### src/rtl/mul_pkg.sv
// Shared types and sizing helpers for the sequential truncated multiplier family.
package mul_pkg;

  localparam int MUL_WIDTH_DEF = 8;

  typedef enum logic [1:0] {IDLE, RUN, DONE} state_t;

  // Counter must hold 0..WIDTH.
  function automatic int cnt_w(input int w);
    return $clog2(w + 1);
  endfunction

endpackage

### src/rtl/adder_nbit.sv
// Plain N-bit ripple adder with carry in/out.
module adder_nbit #(
  parameter int N = 8
) (
  input  logic [N-1:0] a,
  input  logic [N-1:0] b,
  input  logic         cin,
  output logic [N-1:0] sum,
  output logic         cout
);

  assign {cout, sum} = {1'b0, a} + {1'b0, b} + {{N{1'b0}}, cin};

endmodule

### src/rtl/mul_partial_seq.sv
// Shift-add multiplier keeping only the low OUT_WIDTH product bits, one bit per clock.
// Define MUL_PARTIAL_EARLY_EXIT_EN to finish as soon as the remaining work is zero.
module mul_partial_seq import mul_pkg::*; #(
  parameter int WIDTH     = MUL_WIDTH_DEF,
  parameter int OUT_WIDTH = WIDTH
) (
  input  logic                 clk,
  input  logic                 rst,
  input  logic                 in_valid,
  output logic                 in_ready,
  input  logic [WIDTH-1:0]     A,
  input  logic [WIDTH-1:0]     B,
  output logic                 out_valid,
  input  logic                 out_ready,
  output logic [OUT_WIDTH-1:0] P,
  output logic                 busy
);

  localparam int CW = cnt_w(WIDTH);

  state_t               state, nstate;
  logic [OUT_WIDTH-1:0] mcand, acc, p_q, sum, mcand_init, acc_nxt, mcand_nxt;
  logic [WIDTH-1:0]     mplier, mplier_nxt;
  logic [CW-1:0]        cnt;
  logic                 last, cout_unused;

  // Upper A bits beyond OUT_WIDTH can never reach the retained product.
  generate
    if (OUT_WIDTH >= WIDTH) begin : g_ext
      assign mcand_init = OUT_WIDTH'(A);
    end else begin : g_trunc
      assign mcand_init = A[OUT_WIDTH-1:0];
    end
  endgenerate

  adder_nbit #(.N(OUT_WIDTH)) u_add (
    .a   (acc),
    .b   (mcand),
    .cin (1'b0),
    .sum (sum),
    .cout(cout_unused)
  );

  assign acc_nxt    = mplier[0] ? sum : acc;
  assign mcand_nxt  = mcand << 1;
  assign mplier_nxt = mplier >> 1;

`ifdef MUL_PARTIAL_EARLY_EXIT_EN
  assign last = (cnt == CW'(WIDTH - 1)) || (mplier_nxt == '0) || (mcand_nxt == '0);
`else
  assign last = (cnt == CW'(WIDTH - 1));
`endif

  always_ff @(posedge clk) begin
    if (rst) state <= IDLE;
    else     state <= nstate;
  end

  always_comb begin
    nstate = state;
    case (state)
      IDLE:    if (in_valid) nstate = RUN;
      RUN:     if (last)     nstate = DONE;
      DONE:    if (out_ready) nstate = IDLE;
      default: nstate = IDLE;
    endcase
  end

  always_comb begin
    in_ready  = 1'b0;
    out_valid = 1'b0;
    busy      = 1'b0;
    case (state)
      IDLE:    in_ready  = 1'b1;
      RUN:     busy      = 1'b1;
      DONE:    out_valid = 1'b1;
      default: ;
    endcase
  end

  always_ff @(posedge clk) begin
    if (rst) begin
      mcand  <= '0;
      mplier <= '0;
      acc    <= '0;
      cnt    <= '0;
      p_q    <= '0;
    end else begin
      case (state)
        IDLE: if (in_valid) begin
          mcand  <= mcand_init;
          mplier <= B;
          acc    <= '0;
          cnt    <= '0;
        end
        RUN: begin
          acc    <= acc_nxt;
          mcand  <= mcand_nxt;
          mplier <= mplier_nxt;
          cnt    <= cnt + CW'(1);
          if (last) p_q <= acc_nxt;
        end
        default: ;
      endcase
    end
  end

  assign P = p_q;

endmodule

### config.mk
export PLATFORM = sky130hd
export DESIGN_NAME = mul_partial_seq
export DESIGN_NICKNAME = d
export VERILOG_FILES = /design/src/rtl/mul_pkg.sv /design/src/rtl/adder_nbit.sv /design/src/rtl/mul_partial_seq.sv
export SDC_FILE = /design/constraint.sdc
export NUM_CORES = 1
export LEC_CHECK = 0
export CAP_MARGIN = 40
export CORE_MARGIN = 5
export CORE_UTILIZATION = 45
export DETAILED_ROUTE_END_ITERATION = 10
export GPL_TIMING_DRIVEN = 0
export MAX_ROUTING_LAYER = met4
export PLACE_DENSITY_LB_ADDON = 0.08
export SLEW_MARGIN = 25
export SYNTH_ARGS = -nofsm -noshare
export SYNTH_HDL_FRONTEND = slang
export SYNTH_SLANG_ARGS = --single-unit
### constraint.sdc
create_clock -name clk -period 2.85 [get_ports clk]
set_clock_uncertainty 0.2 [all_clocks]
set_input_delay 0.4275 -clock clk [delete_from_list [all_inputs] [get_ports clk]]
set_output_delay 0.4275 -clock clk [all_outputs]
set_load 0.005 [all_outputs]
## Word-level counts from Yosys, hierarchy flattened

Index checks and enable logic that the tools add are counted.

| cells by class | value |
|---|---|
| equal/unequal tests | 6 |
| multiplexer cells | 16 |
| reduce and logical (&&, ||, !) cells | 5 |
| add/sub/neg operators | 2 |

Operators with widths:

| operator | number |
|---|---|
| 8-bit case mux with 2 select lines | 3 |
| 8-bit two-way mux | 4 |
| 8-bit adder | 1 |
| 4-bit case mux with 2 select lines | 1 |
| 2-bit two-way mux | 3 |
| 2-bit != test, second input constant | 3 |
| 2-bit case mux with 3 select lines | 1 |
| 4-bit by 1-bit adder with 4-bit output, second input constant | 1 |
| 4-bit by 3-bit equality test with 1-bit output, second input constant | 1 |
| 4-bit two-way mux | 1 |
| 2-bit AND reduction | 2 |
| 1-bit two-way mux | 3 |
| 3-bit AND reduction | 1 |
| 2-bit by 1-bit equality test with 1-bit output, second input constant | 1 |
| 2-bit equality test, second input constant | 1 |
| 2-bit logical NOT | 1 |
| 2-bit nonzero test | 1 |

| word-level totals | value |
|---|---|
| logic and storage cells | 35 |
| output and inout bits | 11 |
| flip-flop bits (word level) | 38 |
| input port bits | 20 |

## Longest topological paths before layout

| logic depth | value |
|---|---|
| depth in word-level cells | 3 |
| gate-level depth with buffers | 7 |
| depth with buffers taken out | 6 |

## Cells and area by module

A second synthesis with hierarchy kept.

| second synthesis, totals | value |
|---|---|
| cells, all modules | 226 |
| area, all modules | 2040.7 sq um |

By module, submodules not included:

| module | area an instance (sq um) | instances | cells each | sequential area each (sq um) |
|---|---|---|---|---|
| mul_partial_seq | 1709.1 | 1 | 186 | 760.7 |
| adder_nbit | 331.6 | 1 | 40 | 0.0 |

## Least setup slack after synthesis

Ideal clock, no wire load.

| timing | value |
|---|---|
| path kind | register to register |
| start point | reg mcand[0] |
| end point | reg p_q[4], in the netlist P[4] |
| required time | 2559 ps |
| period minus slack after synthesis | 2161 ps |
| setup time | 91 ps |
| arrival time | 1870 ps |
| stages on the path, launching flop included | 7 |
| slack | 689 ps |
| path buffers | 0 |
| cells stage by stage | dfxtp_1 ha_1 fa_1 a21o_1 a21oi_1 mux2_2 a311oi_1 |

| between the ends | value |
|---|---|
| cells in the longest elaborated chain, start to end | 2 |

RTL lines:

| element | line | RTL |
|---|---|---|
| from (decl) | mul_partial_seq.sv:22 | `logic [OUT_WIDTH-1:0] mcand, acc, p_q, sum, mcand_init, acc_nxt, mcand_nxt;` |
| from (signal assigned) | mul_partial_seq.sv:91 | `mcand <= mcand_init;` |
| from (signal assigned) | mul_partial_seq.sv:98 | `mcand <= mcand_nxt;` |
| 8-bit adder | adder_nbit.sv:12 | `assign {cout, sum} = {1'b0, a} + {1'b0, b} + {{N{1'b0}}, cin};` |
| 8-bit two-way mux | mul_partial_seq.sv:44 | `assign acc_nxt = mplier[0] ? sum : acc;` |
| to (signal assigned) | mul_partial_seq.sv:101 | `if (last) p_q <= acc_nxt;` |
| to (decl) | mul_partial_seq.sv:22 |  |

Every way passes these cells.
A chain may end at the register's enable or synchronous reset.

## Worst setup path after layout

Same ends and word-level chain as after synthesis.

==> metrics.txt <==
DRT antenna net count 0; total CTS buffers 5; Starting Density around 47%; Worst slew margin roughly 56%; Worst-path clk slew 80 ps; switching share of power between 20% and 30%; Worst Path Arrival around 2400 ps; H-tree Lvls 2; first-pass GRT wire length approximately 8.4 mm; Hold Violations, Final 0; drc violations 0; area leader, netlist dfxtp_1; Sequential Area between 700 and 800 sq um; Starting DRT DRC Count 116; gpl congestion roughly 0.79; Pleak 1.03 nW; diodes inserted 0; vias roughly 1800; hpwl dp ~3.6 mm; IO Pins 31; Die W 77.7 um; area of the multi-input gates around 1200 sq um; Post-synth EDFFs 0; Clk Latency, worst-skew pair slightly below 300 ps; Comb power frac 16.3%; Seq pwr share 46.7%; PostCTS Resize Cnt 0; CP endpoint kind register; Net Switching roughly 0.00032 W; cell depth of the worst setup path 6; critical-path cell list ha_1 -> fa_1 -> a21o_1 -> a21oi_1 -> mux2_2 -> a311oi_1; R2R cell count 6; GRT Overall Usage between 15 and 20%; Non-Filler Instances between 300 and 400; peak supply drop 0.297 mV; status completed; Tmin final roughly 2300 ps; Critical Path RT ~2900 ps; Critical Path Slowest Stage Cell fa_1; internal power roughly 0.0009 W; Crit Path Category reg2reg; Top FF cell, synth dfxtp_1; crit-path max FO 3; Max Cap Viol 0; crit share post-route just over 80%; RSZ-0062 raised after global routing no; fin nets slightly above 300; die area approximately 6000 sq um; Max Buffers Root-to-Sink 2; final setup TNS 0 ps; Site Rows 24; Startpoint Class register; register area share after synthesis a little under two fifths; Fmax 426 MHz; area grow syn2layout 22.5%; Clock Power Share a little under two fifths; Placeable Area 4410 sq um; vias per cell around 5.6; final setup fails 0; I/O Buffers 29; peak per-stage delay on the critical path ~420 ps; final slew viol count 0; share of the synthesized area in the top cell type a little under two fifths; WHS Path Cells 2; grt ovf 0; Worst path top cell family by delay compound AO/OA/AOI/OAI gates; Ys Warns 0; routed len/inst approximately 15 um; dpl cells around 320; synthesized area per cell around 8.6 sq um; CTS sink cnt 38; asr flop ratio synth 0%; syn nets about 270; worst hold path class reg2reg; pwr/cell area between 400 and 500 nW/um^2; Slew @ Worst Pin 647 ps; Pre-antenna DRT Iters 4; share of layout cells above drive strength 1 10.8%; Die Y about 78 um; Post CTS Setup Buffer Count 0; largest net degree at the start of global routing 13; worst hold slack 294 ps; Root Buffer clkbuf_8; CTS Hold Buffers Added 0; fill cell count between 400 and 500; largest cells by area after synthesis dfxtp_1 37%, nor2_1 10%, ha_1 4.9%; synth unique cells 46; number of global-route vias before repair 1762; Seq cells post-synth 38; WP buf/inv 0; Synth Cell Area about 2100 sq um; Total Wirelength 4.97 mm; CTS tree done; initial antenna violation count 0; Post-Synthesis Cells between 200 and 250; fin util a little under three fifths
## area by class of cell
class,instances,share of cell area [%]
plain buffers,17,3.91
clock buffers,5,2.72
clock inverters,3,1.58
inverters,6,0.892
multi-input cells,179,46.7
flip-flops and latches,38,30.1
well taps,52,2.58
repair buffers,29,11.5
## per-stage QoR
step	power [W]	setup WS (ps)	cell area, sq um
after floorplan	0.000720	689	2060
after global placement	0.000784	532	2420
after detailed placement	0.000787	522	2420
after CTS	0.00124	500	2530
final	0.00123	504	2530
after global routing	0.00129	337	2530
## cells in the final DEF (no fill, tap or decap), types with 3 or more instances in the layout
cell type and n:
nor3_1 14, a2bb2oi_1 10, buf_6 3, o211ai_1 3, buf_2 7, mux2i_1 5
a21oi_1 8, a32oi_1 3, a22oi_1 4, clkbuf_8 5, clkdlybuf4s50_1 29, mux2_2 3
dfxtp_1 38, inv_1 5, nand2b_1 4, a211oi_1 8, a311oi_1 3, clkbuf_1 6
a22o_1 5, o22ai_1 4, a21o_1 3, xnor2_1 3, xor2_1 3, nand2_1 7
o21ai_0 3, ha_1 8, nor2_1 55
## power groups by stage
| stage | combinational (W) | sequential [W] | clock [W] |
|---|---|---|---|
| 4_1_cts | 0.000201 | 0.000574 | 0.000463 |
| 6_report | 0.000201 | 0.000574 | 0.000455 |
| 3_3_place_gp | 0.000198 | 0.000586 | 0 |
| 3_5_place_dp | 0.000200 | 0.000586 | 0 |
| 2_1_floorplan | 0.000139 | 0.000581 | 0 |
| 5_1_grt | 0.000223 | 0.000577 | 0.000487 |
## synthesized netlist by cell type, drive strengths merged (6+ instances only)
master and number:
nor2 56, dfxtp 38, nor3 14, buf 11, a2bb2oi 10, a211oi 8, a21oi 8, ha 8
nand2 7, clkbuf 6, inv 6, o21ai 6
## metal layers
layer	share of wire, %	GRT usage, %	wire, um
met1	47	23.0	2320
met2	49	28.2	2430
met5	0	-	0
met3	3.4	3.47	169
met4	0.93	4.12	46
## cell families after synthesis
family / count (synthesis) / share of synthesized area (%)
compound gates: 64 / 23.4
xor+xnor: 6 / 2.55
fa+ha+maj: 9 / 5.83
buf+inv: 23 / 5.89
flops: 38 / 36.9
mux: 8 / 4.07
simple gates: 92 / 21.4
## worst register-to-register path: stages, from the launching register on
cell and delay [ps]:
dfxtp_1 340, ha_1 250, fa_1 420, a21o_1 210
a21oi_1 240, mux2_2 370, a311oi_1 240
## sequential cells by signal, summed over array words and instances, names as in the netlist
register / count
P: 8
mcand: 8
cnt: 4
state: 2
acc: 8
mplier: 8
## path summary, 6_finish.rpt
check | slack [ps] | endpoint | start
worst max-delay path | 500 | P[4]$_SDFFE_PP0P_ | mcand[0]$_SDFFE_PP0P_
worst min-delay path | 290 | mplier[5]$_SDFFE_PP0P_ | mplier[5]$_SDFFE_PP0P_
worst max register to register | 500 | P[4]$_SDFFE_PP0P_ | mcand[0]$_SDFFE_PP0P_
worst min register to register | 290 | mplier[5]$_SDFFE_PP0P_ | mplier[5]$_SDFFE_PP0P_
No activity file was read; power rests on OpenSTA's default activity.
==> RTL edit, RTL diff (same settings) <==
Build with the macro `MUL_PARTIAL_EARLY_EXIT_EN` defined.
--- a/src/rtl/mul_partial_seq.sv
+++ b/src/rtl/mul_partial_seq.sv
@@ -1,5 +1,7 @@
 // Shift-add multiplier keeping only the low OUT_WIDTH product bits, one bit per clock.
 // Define MUL_PARTIAL_EARLY_EXIT_EN to finish as soon as the remaining work is zero.
+`define MUL_PARTIAL_EARLY_EXIT_EN
+
 module mul_partial_seq import mul_pkg::*; #(
   parameter int WIDTH     = MUL_WIDTH_DEF,
   parameter int OUT_WIDTH = WIDTH
Check against the original RTL: not equivalent (Yosys sat finds a counterexample within 4 cycles, from zero or initial values and one cycle with rst high).
==> RTL edit against the original RTL <==
  * Sequential cell count unchanged
  * Area after synthesis increased by 1.5%
  * Utilization decreased by 0.11 points
  * Wire length increased by 2.8%
  * Sequential share of layout area decreased by 0.15 points
  * Setup slack got worse by 0.21 ns
  * Cell count increased by 6.7%
  * Largest cell class unchanged
  * Highest routed layer unchanged
  * Design area increased by 0.50%
Power is not compared: it rests on default switching activity, and its combinational part moved more than twofold at a synthesized area within 25%.
==> RTL edit: results (changes against the original RTL) <==
{| class="wikitable"
! Metric !! Value
|-
| Pre-CTS WS || 0.2930 ns (-0.2287 ns)
|-
| R2r endpoint || acc[6]
|-
| Fill cells || 446 (+9.9%)
|-
| Final period util || 89.71% (+7.4 points)
|-
| Routability-driven placement congestion ratio || 0.8396 (+5.7%)
|-
| Synthesized instance count || 262 (+9.2%)
|-
| Slew at the pin closest to its max-slew limit || 0.6019 ns (-0.04507 ns)
|-
| Global-route wire length before repair || 8.659 mm (+2.7%)
|-
| Largest net degree at the start of global routing || 12 (-1)
|-
| Routed wirelength normalized by instance count || 14.54 um (-3.6%)
|-
| Share of the yosys chip area belonging to registers || 36.36% (-0.53 points)
|-
| Share of layout cells above drive strength 1 || 7.023% (-3.8 points)
|-
| Number of different library cells in the post-synthesis netlist || 42 (-8.7%)
|-
| Syn nets || 291 (+8.2%)
|-
| Most area-consuming cells after synthesis || sky130_fd_sc_hd__dfxtp_1 36%, sky130_fd_sc_hd__nor2_1 11%, sky130_fd_sc_hd__a21oi_1 6.0%
|-
| Crit path to || in_ready
|-
| Starting DRC count in detailed routing || 124 (+6.9%)
|-
| Final Non-Filler Cells || 351 (+6.7%)
|-
| Worst reg-to-reg path cell count || 7 (+1)
|-
| Worst-case vdd ir drop || 0.2267 mV
|-
| Count of nets after finishing || 327 (+7.2%)
|-
| Launching element of the worst setup path || state[1]
|-
| Outcome || finished, final reports clean
|-
| CP Max Fanout || 10 (+7)
|-
| Most frequent cells after synthesis || 63 x sky130_fd_sc_hd__nor2_1, 38 x sky130_fd_sc_hd__dfxtp_1, 25 x sky130_fd_sc_hd__a21oi_1
|-
| Count of placed standard cells including taps || 343 (+6.9%)
|-
| Via count of the first global-routing pass || 1,743 (-1.1%)
|}
[RTL edit: worst min-delay path by stage]
stage                start      to  slack, ns  depth (start not counted)
finish                P[3]    P[3]       0.30                          2
global route          P[3]    P[3]       0.32                          2
CTS                   P[3]    P[3]       0.30                          2
detailed placement    P[3]    P[3]       0.29                          2
global placement      P[2]    P[2]       0.28                          2
floorplan           cnt[0]  cnt[0]       0.27                          1
[RTL edit: layer usage]
metal	track usage [%]	up-vias	wire, um
met5	-	-	0
met4	6.818	0	114
met3	3.547	10	224
met2	27.14	40	2262
met1	24.44	872	2503
li1	-	979	-
[RTL edit: worst max-delay path, stage by stage (launching register included)]
cell	delay, ns
sky130_fd_sc_hd__dfxtp_1	0.41
sky130_fd_sc_hd__buf_2	0.25
sky130_fd_sc_hd__buf_1	0.42
sky130_fd_sc_hd__nor2_1	0.09
sky130_fd_sc_hd__clkdlybuf4s50_1	0.46
[RTL edit: layout make-up]
class,count,area [sq um],area share [%]
Clock inverter,1,5.005,0.1971
Sequential cell,38,760.7,29.97
Inverter,7,26.28,1.035
Buffer,17,76.32,3.006
Timing Repair Buffer,29,290.3,11.43
Tap cell,52,65.06,2.563
Multi-Input combinational cell,200,1229,48.40
Clock buffer,7,86.33,3.401
[RTL edit: power groups by stage]
stage / logic [mW] / clock network, mW / registers, mW
3_3_place_gp: 0.425 / 0 / 0.647
3_5_place_dp: 0.429 / 0 / 0.649
5_1_grt: 0.485 / 0.415 / 0.645
6_report: 0.428 / 0.387 / 0.636
4_1_cts: 0.431 / 0.396 / 0.637
2_1_floorplan: 0.295 / 0 / 0.637
[RTL edit: cell families (layout without fill, tap and decap cells)]
| group | Yosys count | count (layout) | share of synthesized area, % |
|---|---|---|---|
| AND/OR/NAND/NOR | 116 | 116 | 26.85 |
| AO/OA/AOI/OAI | 62 | 62 | 20.34 |
| flip-flops | 38 | 38 | 36.36 |
| buffers and inverters | 24 | 61 | 4.904 |
| adder cells (fa/ha/maj) | 9 | 9 | 5.742 |
| XOR/XNOR | 7 | 7 | 2.931 |
| multiplexers | 6 | 6 | 2.871 |
[RTL edit: metrics by stage]
stage	cell area (sq um)	util [%]
floorplan	2092	-
global placement	2447	55.07
detailed placement	2447	55.07
CTS	2539	57.12
global route	2539	57.12
finish	2539	57.12
